File: config.mk
export PLATFORM = sky130hd
export DESIGN_NAME = ula_instr_issuer
export DESIGN_NICKNAME = d
export VERILOG_FILES = /design/src/rtl/ula_pkg.sv /design/src/rtl/sync_fifo.sv /design/src/rtl/ula_instr_issuer.sv
export SDC_FILE = /design/constraint.sdc
export NUM_CORES = 1
export LEC_CHECK = 0
export CAP_MARGIN = 10
export CORE_MARGIN = 2
export CORE_UTILIZATION = 45
export CTS_BUF_LIST = sky130_fd_sc_hd__clkbuf_4 sky130_fd_sc_hd__clkbuf_8
export DETAILED_ROUTE_END_ITERATION = 16
export DONT_BUFFER_PORTS = 1
export PLACE_DENSITY = 0.59
export SLEW_MARGIN = 20
export SYNTH_ARGS = -nofsm -noshare
export SYNTH_HDL_FRONTEND = slang
export SYNTH_SLANG_ARGS = --single-unit
export TNS_END_PERCENT = 10
File: constraint.sdc
create_clock -name clk -period 2.94 [get_ports clk]
set_input_delay 0.882 -clock clk [delete_from_list [all_inputs] [get_ports clk]]
set_output_delay 0.882 -clock clk [all_outputs]
set_load 0.005 [all_outputs]
File: src/rtl/ula_pkg.sv
// Shared ALU operation codes, opcode constants and encoder used by issuer and controller.
// Keeping encode_op here means both ends of the opcode link always agree.
package ula_pkg;

  localparam logic [3:0] OP_INVALID = 4'h0;
  localparam logic [3:0] OP_ADD     = 4'h1;
  localparam logic [3:0] OP_SUB     = 4'h2;
  localparam logic [3:0] OP_MUL     = 4'h3;
  localparam logic [3:0] OP_DIV     = 4'h4;
  localparam logic [3:0] OP_MOD     = 4'h5;
  localparam logic [3:0] OP_AND     = 4'h6;
  localparam logic [3:0] OP_OR      = 4'h7;
  localparam logic [3:0] OP_XOR     = 4'h8;
  localparam logic [3:0] OP_NOT     = 4'h9;
  localparam logic [3:0] OP_NOR     = 4'hA;
  localparam logic [3:0] OP_NAND    = 4'hB;
  localparam logic [3:0] OP_XNOR    = 4'hC;

  localparam logic [7:0] OPC_NONE = 8'h00;
  localparam logic [7:0] OPC_ADD  = 8'h01;
  localparam logic [7:0] OPC_SUB  = 8'h02;
  localparam logic [7:0] OPC_MUL  = 8'h03;
  localparam logic [7:0] OPC_DIV  = 8'h04;
  localparam logic [7:0] OPC_MOD  = 8'h05;
  localparam logic [7:0] OPC_AND  = 8'h06;
  localparam logic [7:0] OPC_OR   = 8'h07;
  localparam logic [7:0] OPC_XOR  = 8'h08;
  localparam logic [7:0] OPC_NOT  = 8'h09;
  localparam logic [7:0] OPC_NOR  = 8'h0A;
  localparam logic [7:0] OPC_NAND = 8'h0B;
  localparam logic [7:0] OPC_XNOR = 8'h0C;

  typedef enum logic {
    IDLE  = 1'b0,
    ISSUE = 1'b1
  } issue_state_t;

  function automatic logic op_is_valid(input logic [3:0] op);
    return (op >= OP_ADD) && (op <= OP_XNOR);
  endfunction

  function automatic logic [7:0] encode_op(input logic [3:0] op);
    case (op)
      OP_ADD:  return OPC_ADD;
      OP_SUB:  return OPC_SUB;
      OP_MUL:  return OPC_MUL;
      OP_DIV:  return OPC_DIV;
      OP_MOD:  return OPC_MOD;
      OP_AND:  return OPC_AND;
      OP_OR:   return OPC_OR;
      OP_XOR:  return OPC_XOR;
      OP_NOT:  return OPC_NOT;
      OP_NOR:  return OPC_NOR;
      OP_NAND: return OPC_NAND;
      OP_XNOR: return OPC_XNOR;
      default: return OPC_NONE;
    endcase
  endfunction

endpackage

File: src/rtl/sync_fifo.sv
// Synchronous FIFO with extra pointer MSB for full/empty disambiguation and a sync clear.
// Push while full and pop while empty are ignored; clear beats push/pop.
module sync_fifo #(
  parameter int DEPTH = 4,
  parameter int WIDTH = 24
) (
  input  logic                     clk,
  input  logic                     rst_n,
  input  logic                     i_clear,
  input  logic                     i_push,
  input  logic                     i_pop,
  input  logic [WIDTH-1:0]         i_wdat,
  output logic [WIDTH-1:0]         o_rdat,
  output logic                     o_full,
  output logic                     o_empty,
  output logic [$clog2(DEPTH):0]   o_level
);

  localparam int AW = $clog2(DEPTH);

  logic [AW:0]      r_wptr;
  logic [AW:0]      r_rptr;
  logic [WIDTH-1:0] r_mem [DEPTH];
  logic             w_push;
  logic             w_pop;

  assign o_full  = (r_wptr[AW] != r_rptr[AW]) && (r_wptr[AW-1:0] == r_rptr[AW-1:0]);
  assign o_empty = (r_wptr == r_rptr);
  assign o_level = r_wptr - r_rptr;
  assign o_rdat  = r_mem[r_rptr[AW-1:0]];
  assign w_push  = i_push && !o_full && !i_clear;
  assign w_pop   = i_pop && !o_empty && !i_clear;

  always_ff @(posedge clk or negedge rst_n) begin
    if (!rst_n) begin
      r_wptr <= '0;
      r_rptr <= '0;
    end else if (i_clear) begin
      r_wptr <= '0;
      r_rptr <= '0;
    end else begin
      if (w_push) r_wptr <= r_wptr + 1'b1;
      if (w_pop)  r_rptr <= r_rptr + 1'b1;
    end
  end

  // Storage needs no reset: entries are only read between valid pointers.
  always_ff @(posedge clk) begin
    if (w_push) r_mem[r_wptr[AW-1:0]] <= i_wdat;
  end

endmodule

File: src/rtl/ula_instr_issuer.sv
// Encodes ALU requests into 8-bit opcodes, buffers them and issues them over valid/ready.
// Invalid ops are accepted but dropped with a one-cycle err_invalid pulse; flush empties everything.
module ula_instr_issuer
  import ula_pkg::*;
#(
  parameter int DATA_W = 8,
  parameter int DEPTH  = 4,
  parameter int CNT_W  = 16
) (
  input  logic                    clk,
  input  logic                    rst_n,
  input  logic                    in_valid,
  output logic                    in_ready,
  input  logic [3:0]              in_op,
  input  logic [DATA_W-1:0]       in_a,
  input  logic [DATA_W-1:0]       in_b,
  input  logic                    flush,
  output logic                    out_valid,
  input  logic                    out_ready,
  output logic [7:0]              out_opcode,
  output logic [DATA_W-1:0]       out_a,
  output logic [DATA_W-1:0]       out_b,
  output logic                    err_invalid,
  output logic [CNT_W-1:0]        issued_count,
  output logic [$clog2(DEPTH):0]  level
);

  localparam int FW = 8 + 2 * DATA_W;

  issue_state_t      r_state;
  issue_state_t      w_state_nxt;
  logic [7:0]        r_opcode;
  logic [DATA_W-1:0] r_a;
  logic [DATA_W-1:0] r_b;
  logic              r_err;
  logic [CNT_W-1:0]  r_cnt;
  logic              w_full;
  logic              w_empty;
  logic [FW-1:0]     w_rdat;
  logic              w_accept;
  logic              w_push;
  logic              w_load;
  logic              w_hs;

  assign in_ready     = !w_full && !flush;
  assign w_accept     = in_valid && in_ready;
  assign w_push       = w_accept && op_is_valid(in_op);
  assign w_hs         = out_valid && out_ready;
  assign out_valid    = (r_state == ISSUE);
  assign out_opcode   = r_opcode;
  assign out_a        = r_a;
  assign out_b        = r_b;
  assign err_invalid  = r_err;
  assign issued_count = r_cnt;

  sync_fifo #(
    .DEPTH (DEPTH),
    .WIDTH (FW)
  ) u_fifo (
    .clk     (clk),
    .rst_n   (rst_n),
    .i_clear (flush),
    .i_push  (w_push),
    .i_pop   (w_load),
    .i_wdat  ({encode_op(in_op), in_a, in_b}),
    .o_rdat  (w_rdat),
    .o_full  (w_full),
    .o_empty (w_empty),
    .o_level (level)
  );

  always_ff @(posedge clk or negedge rst_n) begin
    if (!rst_n) r_state <= IDLE;
    else        r_state <= w_state_nxt;
  end

  always_comb begin
    w_state_nxt = r_state;
    if (flush) begin
      w_state_nxt = IDLE;
    end else begin
      case (r_state)
        IDLE:    if (!w_empty) w_state_nxt = ISSUE;
        ISSUE:   if (out_ready && w_empty) w_state_nxt = IDLE;
        default: w_state_nxt = IDLE;
      endcase
    end
  end

  // Output register reloads whenever it is free (IDLE) or being drained this edge.
  always_comb begin
    w_load = 1'b0;
    if (!flush) begin
      case (r_state)
        IDLE:    w_load = !w_empty;
        ISSUE:   w_load = out_ready && !w_empty;
        default: w_load = 1'b0;
      endcase
    end
  end

  always_ff @(posedge clk or negedge rst_n) begin
    if (!rst_n) begin
      r_opcode <= '0;
      r_a      <= '0;
      r_b      <= '0;
      r_err    <= 1'b0;
      r_cnt    <= '0;
    end else begin
      if (w_load) {r_opcode, r_a, r_b} <= w_rdat;
      r_err <= w_accept && !op_is_valid(in_op);
      if (w_hs) r_cnt <= r_cnt + 1'b1;
    end
  end

endmodule

After elaboration in Yosys (flattened, before gate mapping)
Memories as Yosys holds them, arrays and structs flattened. A register that Yosys moved wholly into a read port is not among the register bits. Cells that the tools add are included.

Add/subtract/negate cells: 4. Order comparisons: 2. Equality and inequality tests: 3. Mux-type cells: 12. Bitwise logic cells: 1. Reductions and logical operators: 20.

Operators by type and width (number): $add 16x1->16 const B (1); $logic_and 1x1->1 (13); $mux 3 (4); $add 3x1->3 const B (2); $mux 1 (6); $logic_not 1->1 (5); $ge 4x1->1 const B (1); $le 4x4->1 const B (1); $pmux 1 s2 (2); $reduce_bool 2->1 (2); $eq 3x3->1 (1); $sub 3x3->3 (1); $eq 2x2->1 (1); $ne 1x1->1 (1); $not 1->1 (1).

Register bits after elaboration: 24. RAM bits: 96. Memory bits (read-only): 64. Output and inout bits: 46. Memories: 2.

Memories: u_fifo.r_mem (depth 4, bits a word 24, rd ports 1, clocked after Yosys merged registers in 1, wr ports 1, line sync_fifo.sv:23) `logic [WIDTH-1:0] r_mem [DEPTH];`; (name not given) (depth 16, bits a word 4, rd ports 1, clocked after Yosys merged registers in 0, wr ports 0, line ula_pkg.sv:43) `case (op)`.

Logic depth before layout (Yosys ltp)
Gate-level depths: netlist of the first run.

Word-level depth: 10. Gate-level depth with buffers: 7. Mapped depth without buffers: 6.

Hierarchy
A second synthesis of the first run with hierarchy kept.

Cells, all modules: 313. Area total of the unflattened synthesis: 5743.0 um^2.

Modules (own cells, without submodules): sync_fifo (times used 1, cells each 188, area each 4025.1 um^2, sequential area each 3032.9 um^2); ula_instr_issuer (times used 1, cells each 125, area each 1717.9 um^2, sequential area each 1051.0 um^2).

Least setup slack after synthesis of the first run
No wires, ideal clock.

Path type: flip-flop to flip-flop. From: register u_fifo.r_rptr[1]. To: memory u_fifo.r_mem[3][0] (enable). Setup time: 0.380 ns. Arrival: 2.098 ns. Setup slack: 0.462 ns. Cell stages (with the launch flop): 7. Path buffers: 1. Period minus slack after synthesis: 2.478 ns. Cell sequence: dfrtp_1 > clkbuf_1 > inv_1 > ha_1 > nand2_1 > o21a_1 > and3_1.

Word-level cells in the longest chain between the ends: 10.

RTL lines: start: declaration (line sync_fifo.sv:22) `logic [AW:0] r_rptr;`; start signal: assignment (line sync_fifo.sv:43) `if (w_pop) r_rptr <= r_rptr + 1'b1;`; $eq 2x2->1 (*) (line sync_fifo.sv:27) `assign o_full = (r_wptr[AW] != r_rptr[AW]) && (r_wptr[AW-1:0] == r_rptr[AW-1:0]);`; $logic_and 1x1->1 (*) (line sync_fifo.sv:27); $logic_not 1->1 (*) (line sync_fifo.sv:31, ula_instr_issuer.sv:45); $logic_and 1x1->1 (line ula_instr_issuer.sv:45) `assign in_ready = !w_full && !flush;`; $logic_and 1x1->1 (line ula_instr_issuer.sv:46) `assign w_accept = in_valid && in_ready;`; $logic_and 1x1->1 (line ula_instr_issuer.sv:47) `assign w_push = w_accept && op_is_valid(in_op);`; $logic_and 1x1->1 (*) (2 in series) (line sync_fifo.sv:31) `assign w_push = i_push && !o_full && !i_clear;`; $mux 1 (*) (line sync_fifo.sv:49) `if (w_push) r_mem[r_wptr[AW-1:0]] <= i_wdat;`; $mux 1 (not written as such) (*) (line sync_fifo.sv:49); end: declaration (line sync_fifo.sv:23).

Mark *: on every way between the ends. The rest lies on a longest branch, timed or not.

Final worst setup path of the first run
From: register u_fifo.r_wptr[0]. To: output port level[2].

Word-level cells in the longest chain between the ends: 1.

RTL lines: start: declaration (line sync_fifo.sv:21) `logic [AW:0] r_wptr;`; start signal: assignment (line sync_fifo.sv:42) `if (w_push) r_wptr <= r_wptr + 1'b1;`; $sub 3x3->3 (line sync_fifo.sv:29) `assign o_level = r_wptr - r_rptr;`; end: declaration (line ula_instr_issuer.sv:25) `output logic [$clog2(DEPTH):0] level`.

No other way between the ends.

==> metrics.csv, run 1 <==
metric;value;unit
nets;323;
die_x;109;µm
p_per_area;872;nW/µm²
diodes;0;
ys_ff_latch;124;
drt_first_iter_violations;89;
postCtsHoldBufs;0;
cts.sinks;124;
grt_pass1_vias;2413;
drc_errors;0;
max_stage_delay;390;ps
vias;2345;
fin_crit_sh;89.8;%
crit_chain;inv_1 > ha_1 > fa_1 > xnor2_1;
finalCriticalPeriod;2640;ps
dpl_cell_area;5100;µm²
slew-limit-headroom;28.3;%
worst_slew_pin_slew;1080;ps
rsz0062_at_grt;false;
skew;7.47;ps
final_common_cell;edfxtp_1;
endpoint_kind;output port;
clock_latency;410;ps
post_cts_buffers;0;
coreArea;10800;µm²
final_core_util;51.4;%
wire_per_inst;19.0;µm
finalMaxSlewViolations;0;
placed_cells;410;
hp-class;input pin to asynchronous set/reset pin;
dp_hpwl;5.21;mm
fin_tns_setup;0;ps
synth.distinct_cells;34;
timing.rr.start;u_fifo.r_wptr[0];
syn_area_per_cell;18.1;µm²
layout-drive-gt1-share;26.2;%
status;complete, no violations;
setup_violations;0;
r2r_setup_slack;480;ps
clkTransAtPathRegs;70;ps
die_area;11900;µm²
start_kind;register;
crit_required;2060;ps
final_hold_viol_count;0;
synth_seq_area_share;70.7;%
gr-usage-all-layers;15.5;%
grt_pass1_wl;13.2;mm
final_cell_mix;80 x edfxtp_1, 44 x dfrtp_1, 21 x mux2_2, 20 x mux4_2, 17 x clkbuf_8;
reg2regPathDepth;5;
fp-row-count;38;
maxCapViolations;0;
crit_path_top_delay_cell;dfrtp_1;
instances_no_fill;442;
crit_type;register to output port;
drtAntennaViolNets;0;
totalWireLength;8.42;mm
n_fill_cell;853;
arrival;1760;ps
via_per_inst;5.31;
max_freq;379;MHz
die_height;109;µm
yosys_warnings;0;
area_delta_synth_final;11.9;%
grt_max_degree;45;
cts.path.max_buffers;2;
cts_buffers;17;
cts_tree;yes;
io_buffers;0;
cts_resized;0;
leakagePower;2.03;nW
start_util;45.9;%
synthCells;274;
ios;71;
fin_area;5540;µm²
drt-pass1-iter-count;4;
grt_overflow;0;
place.gp.congestion;0.760;
reg2reg_to;u_fifo.r_mem[2][11];
htreeDepth;4;
netlist_area;4950;µm²
cts-root-buf;clkbuf_8;
p_total;4.84;mW
antenna_found_initial;0;
path_max_fanout;4;
max-vdd-ir-drop;0.000400;V
-- cell families after synthesis --
logic type	share of synthesized area [%]
AO/OA/AOI/OAI	2.05
buffers and inverters	1.94
multiplexers	14.5
AND/OR/NAND/NOR	5.18
XOR/XNOR	3.16
adder cells (fa/ha/maj)	2.42
other	0.0757
flip-flops	70.7
-- worst max-delay path by stage --
stage          depth (start not counted)             start            endpoint
2_1_floorplan                          6  u_fifo.r_rptr[1]  u_fifo.r_mem[3][0]
3_3_place_gp                           3          in_op[1]  u_fifo.r_mem[0][5]
3_5_place_dp                           3          in_op[1]  u_fifo.r_mem[2][5]
4_1_cts                                3  u_fifo.r_rptr[1]            level[2]
5_1_grt                                4  u_fifo.r_wptr[0]            level[2]
6_report                               4  u_fifo.r_wptr[0]            level[2]
-- synthesized netlist by cell type --
| master | number | area share, % |
|---|---|---|
| a21oi_1 | 2 | 0.20 |
| a311oi_4 | 1 | 0.53 |
| nand3_1 | 10 | 1.0 |
| xnor2_2 | 1 | 0.33 |
| dfrtp_1 | 44 | 22 |
| mux4_2 | 20 | 9.1 |
| a21boi_0 | 2 | 0.30 |
| ha_1 | 8 | 2.0 |
| o21ai_0 | 4 | 0.40 |
| nor2_1 | 5 | 0.38 |
| buf_2 | 2 | 0.20 |
| nor2b_1 | 2 | 0.25 |
| inv_1 | 6 | 0.45 |
| buf_4 | 4 | 0.61 |
| xor2_1 | 2 | 0.35 |
| nand2_1 | 14 | 1.1 |
| nand2_4 | 1 | 0.23 |
| and4_1 | 2 | 0.35 |
| nand4_1 | 1 | 0.13 |
| o21a_1 | 3 | 0.45 |
| and3_1 | 8 | 1.0 |
| buf_6 | 2 | 0.45 |
| xnor2_1 | 14 | 2.5 |
| edfxtp_1 | 80 | 48 |
| mux2i_1 | 3 | 0.61 |
| or4_1 | 1 | 0.15 |
| and2_1 | 3 | 0.38 |
| mux2_2 | 21 | 4.8 |
| nor3_1 | 1 | 0.10 |
| clkbuf_1 | 3 | 0.23 |
| o31ai_1 | 1 | 0.15 |
| fa_1 | 1 | 0.40 |
| or2_2 | 1 | 0.13 |
| conb_1 | 1 | 0.076 |
-- critical path, delay by kind of cell, from the launching register on --
family | cells | cell delay, ps
fa+ha+maj | 2 | 600
buf+inv | 1 | 110
xor+xnor | 1 | 250
flops | 1 | 390
-- power breakdown --
part | total, mW | switching, mW | internal (mW)
clock | 1.66 | 0.640 | 1.02
combinational | 0.927 | 0.418 | 0.509
sequential | 2.25 | 0.168 | 2.08
-- flip-flops by register name, summed over array words and instances, names as in the netlist --
register	cells
u_fifo.r_wptr	3
u_fifo.r_rptr	3
out_b	8
out_valid	1
out_opcode	4
err_invalid	1
u_fifo.r_mem	80
out_a	8
issued_count	16
-- routing by layer --
metal / global-route usage, % / vias up / share of wire, %
met4: 6.23 / 0 / 1.0
met5: 0 / - / 0
met2: 23.8 / 66 / 49
met3: 5.80 / 8 / 5.7
met1: 20.1 / 1209 / 44
li1: - / 1062 / -
-- area by class of cell --
type | instances | area, µm² | area share [%]
clock inverter | 13 | 198 | 3.57
inverter | 6 | 22.5 | 0.406
sequential | 124 | 3500 | 63.2
clock buffer | 19 | 249 | 4.49
multi-input combinational | 136 | 1370 | 24.6
tap | 140 | 175 | 3.16
timing repair buffer | 4 | 30.0 | 0.542
-- metrics by stage --
| stage | worst slack, ps | hold slack (ps) |
|---|---|---|
| floorplan | 462 | 468 |
| CTS | 254 | 131 |
| global route | 180 | 111 |
| finish | 301 | 156 |
| detailed placement | 308 | 495 |
| global placement | 338 | 488 |
No activity file was read; power rests on OpenSTA's default activity.
==> inputs of run 2 (changes only) <==
--- a/config.mk
+++ b/config.mk
@@ -11,6 +11,7 @@
 export CTS_BUF_LIST = sky130_fd_sc_hd__clkbuf_4 sky130_fd_sc_hd__clkbuf_8
 export DETAILED_ROUTE_END_ITERATION = 16
 export DONT_BUFFER_PORTS = 1
+export GPL_TIMING_DRIVEN = 0
 export PLACE_DENSITY = 0.59
 export SLEW_MARGIN = 20
 export SYNTH_ARGS = -nofsm -noshare
==> run 2 against run 1 <==
  * Sequential share of layout area is 0.30 points lower
  * Core utilization increased by 0.24 points
  * Total power down 2.5%
  * Wire length is 1.4% higher
  * Sequential power barely moved
  * Critical path depth is 2 higher
  * Flip-flop and latch count unchanged
  * Register-to-register slack got worse by 120 ps
  * Via count rose by 0.60%
  * Clock skew grew 5.7 ps
  * Die area did not move
  * Setup slack worse by 86 ps
  * Highest routed layer unchanged
==> metrics.csv, run 2 (synthesis gave the netlist of run 1 again) <==
metric;value;unit;change
cts_buffers;17;;unchanged
ios;71;;unchanged
arrival;1840;ps;+80 ps
grt_pass1_wl;13.5;mm;+1.7%
fin_tns_setup;0;ps;unchanged
swShare;26.3;%;+0.94 points
p_per_area;847;nW/µm²;-3.0%
final_core_util;51.6;%;+0.24 points
crit_type;register to output port;;
dp_hpwl;5.32;mm;+2.0%
setup_violations;0;;unchanged
die_height;109;µm;unchanged
nets;331;;+2.5%
path_delay_family;flip-flops;;
io_buffers;0;;unchanged
skew;13.1;ps;+5.65 ps
final_hold_viol_count;0;;unchanged
max_stage_delay;470;ps;+80 ps
totalWireLength;8.53;mm;+1.4%
place.gp.congestion;0.669;;-12%
cts-root-buf;clkbuf_8;;
max-vdd-ir-drop;0.000320;V;-20%
drt-pass1-iter-count;4;;unchanged
grt_overflow;0;;unchanged
dpl_cell_area;5160;µm²;+1.2%
cts_tree;yes;;
final_common_cell;edfxtp_1;;
final_cell_mix;80 x edfxtp_1, 44 x dfrtp_1, 21 x mux2_2, 20 x mux4_2, 17 x clkbuf_8;;
hp-class;input pin to asynchronous set/reset pin;;
die_area;11900;µm²;unchanged
placed_cells;418;;+2.0%
cpMostUsedCell;nor2_1;;
clock_latency;420;ps;about the same
die_x;109;µm;unchanged
vias;2359;;+0.60%
drtAntennaViolNets;0;;unchanged
endpoint_kind;output port;;
rsz0062_at_grt;false;;
area_delta_synth_final;12.4;%;
drc_errors;0;;unchanged
cts.sinks;124;;unchanged
postCtsHoldBufs;0;;unchanged
drt_first_iter_violations;107;;+20%
critPathBufInv;2;;+1
clkTransAtPathRegs;70;ps;about the same
crit_chain;buf_6 > inv_1 > ha_1 > nand2_1 > nor2_1 > nor2_1;;
fin_crit_sh;92.7;%;+2.9 points
via_per_inst;5.24;;-1.2%
p_sw;1.24;mW;+1.1%
pre_cts_ws;-363;ps;-671 ps
finalCriticalPeriod;2730;ps;+86.2 ps
slew-limit-headroom;54.5;%;+26 points
path_max_fanout;10;;+6
max_freq;367;MHz;-3.2%
internal-power;3.48;mW;-3.7%
diodes;0;;unchanged
worst_slack;215;ps;-86.2 ps
coreArea;10800;µm²;unchanged
power_frac_seq;48.3;%;+1.8 points
p_clk_share;31.9;%;-2.4 points
status;complete, no violations;;
maxCapViolations;0;;unchanged
cts.path.max_buffers;2;;unchanged
post_cts_buffers;0;;unchanged
worst_slew_pin_slew;683;ps;-393 ps
fin_area;5570;µm²;+0.47%
largest_reg_flops;80;;unchanged
crit_path_top_delay_cell;dfrtp_1;;
start_kind;register;;
wire_per_inst;19.0;µm;-0.45%
pwr-share-comb;19.8;%;+0.6 points
gr-usage-all-layers;15.9;%;+0.41 points
fp-row-count;38;;unchanged
leakagePower;2.05;nW;+0.87%
instances_no_fill;450;;+1.8%
grt_pass1_vias;2571;;+6.5%
finalMaxSlewViolations;0;;unchanged
htreeDepth;4;;unchanged
antenna_found_initial;0;;unchanged
grt_max_degree;45;;unchanged
layout-drive-gt1-share;28.4;%;+2.2 points
crit_required;2060;ps;about the same
start_util;45.9;%;unchanged
run 2: cell count changes in the layout (fill, tap and decap cells not counted), sizes merged:
cell | previous run | this run
bufinv | 5 | 3
buf | 4 | 10
clkbuf | 19 | 22
inv | 6 | 7
run 2: per-stage QoR:
| step | hold slack, ps | power [mW] |
|---|---|---|
| 4_1_cts | 119 | 4.79 |
| 2_1_floorplan | 468 | 3.04 |
| 3_5_place_dp | 499 | 3.27 |
| 3_3_place_gp | 489 | 3.25 |
| 6_report | 145 | 4.72 |
| 5_1_grt | 104 | 4.99 |
run 2: layout make-up:
| class | instances | area [µm²] |
|---|---|---|
| fill | 879 | 5220 |
| sequential | 124 | 3500 |
| multi-input combinational | 136 | 1370 |
| clock buffer | 20 | 256 |
| tap | 140 | 175 |
| clock inverter | 12 | 146 |
| buffer | 11 | 81.3 |
| inverter | 6 | 22.5 |
| timing repair buffer | 1 | 15.0 |
run 2: power by group through the flow:
stage	logic, mW	clock network, mW	registers, mW
CTS	0.956	1.55	2.29
global route	1.03	1.64	2.32
detailed placement	0.950	0	2.32
global placement	0.935	0	2.32
floorplan	0.783	0	2.26
finish	0.934	1.50	2.28
run 2: worst reg2reg max path, cell delays in order, from the launching register on:
cell and delay (ps):
dfrtp_1 470, buf_6 210, inv_1 80, ha_1 350, nand2_1 120, o21a_1 200
and3_1 630, buf_8 240
run 2: worst paths after layout:
kind	startpoint	end	slack, ps	depth (start not counted)
max	u_fifo.r_rptr[1]	in_ready	210	6
min	rst_n	out_opcode[1]	150	0
max reg2reg	u_fifo.r_rptr[1]	u_fifo.r_mem[1][10]	360	7
min reg2reg	issued_count[15]	issued_count[15]	510	1
max in group asynchronous	rst_n	u_fifo.r_wptr[2]	2690	0
min in group clk	issued_count[15]	issued_count[15]	510	1
run 2: timing repair:
item / 4_1_cts / 5_1_grt
cloned: 0 / 0
endpoints found under the setup margin: 43 / 1
gates resized for setup: 3 / 2
run 2: routing by layer:
layer | routed length, µm | track usage, %
met1 | 3640 | 20.0
met2 | 4280 | 24.8
met3 | 504 | 6.10
met4 | 116 | 6.78
met5 | 0 | 0
==> inputs of run 3 (changes only) <==
--- a/config.mk
+++ b/config.mk
@@ -13,6 +13,7 @@
 export DONT_BUFFER_PORTS = 1
 export GPL_TIMING_DRIVEN = 0
 export PLACE_DENSITY = 0.59
+export SKIP_LAST_GASP = 1
 export SLEW_MARGIN = 20
 export SYNTH_ARGS = -nofsm -noshare
 export SYNTH_HDL_FRONTEND = slang
==> results of run 3 <==
The final DEF is identical to that of run 2; final timing and power are the same.
Main changes from that run: number of gates resized after CTS 3 -> 1
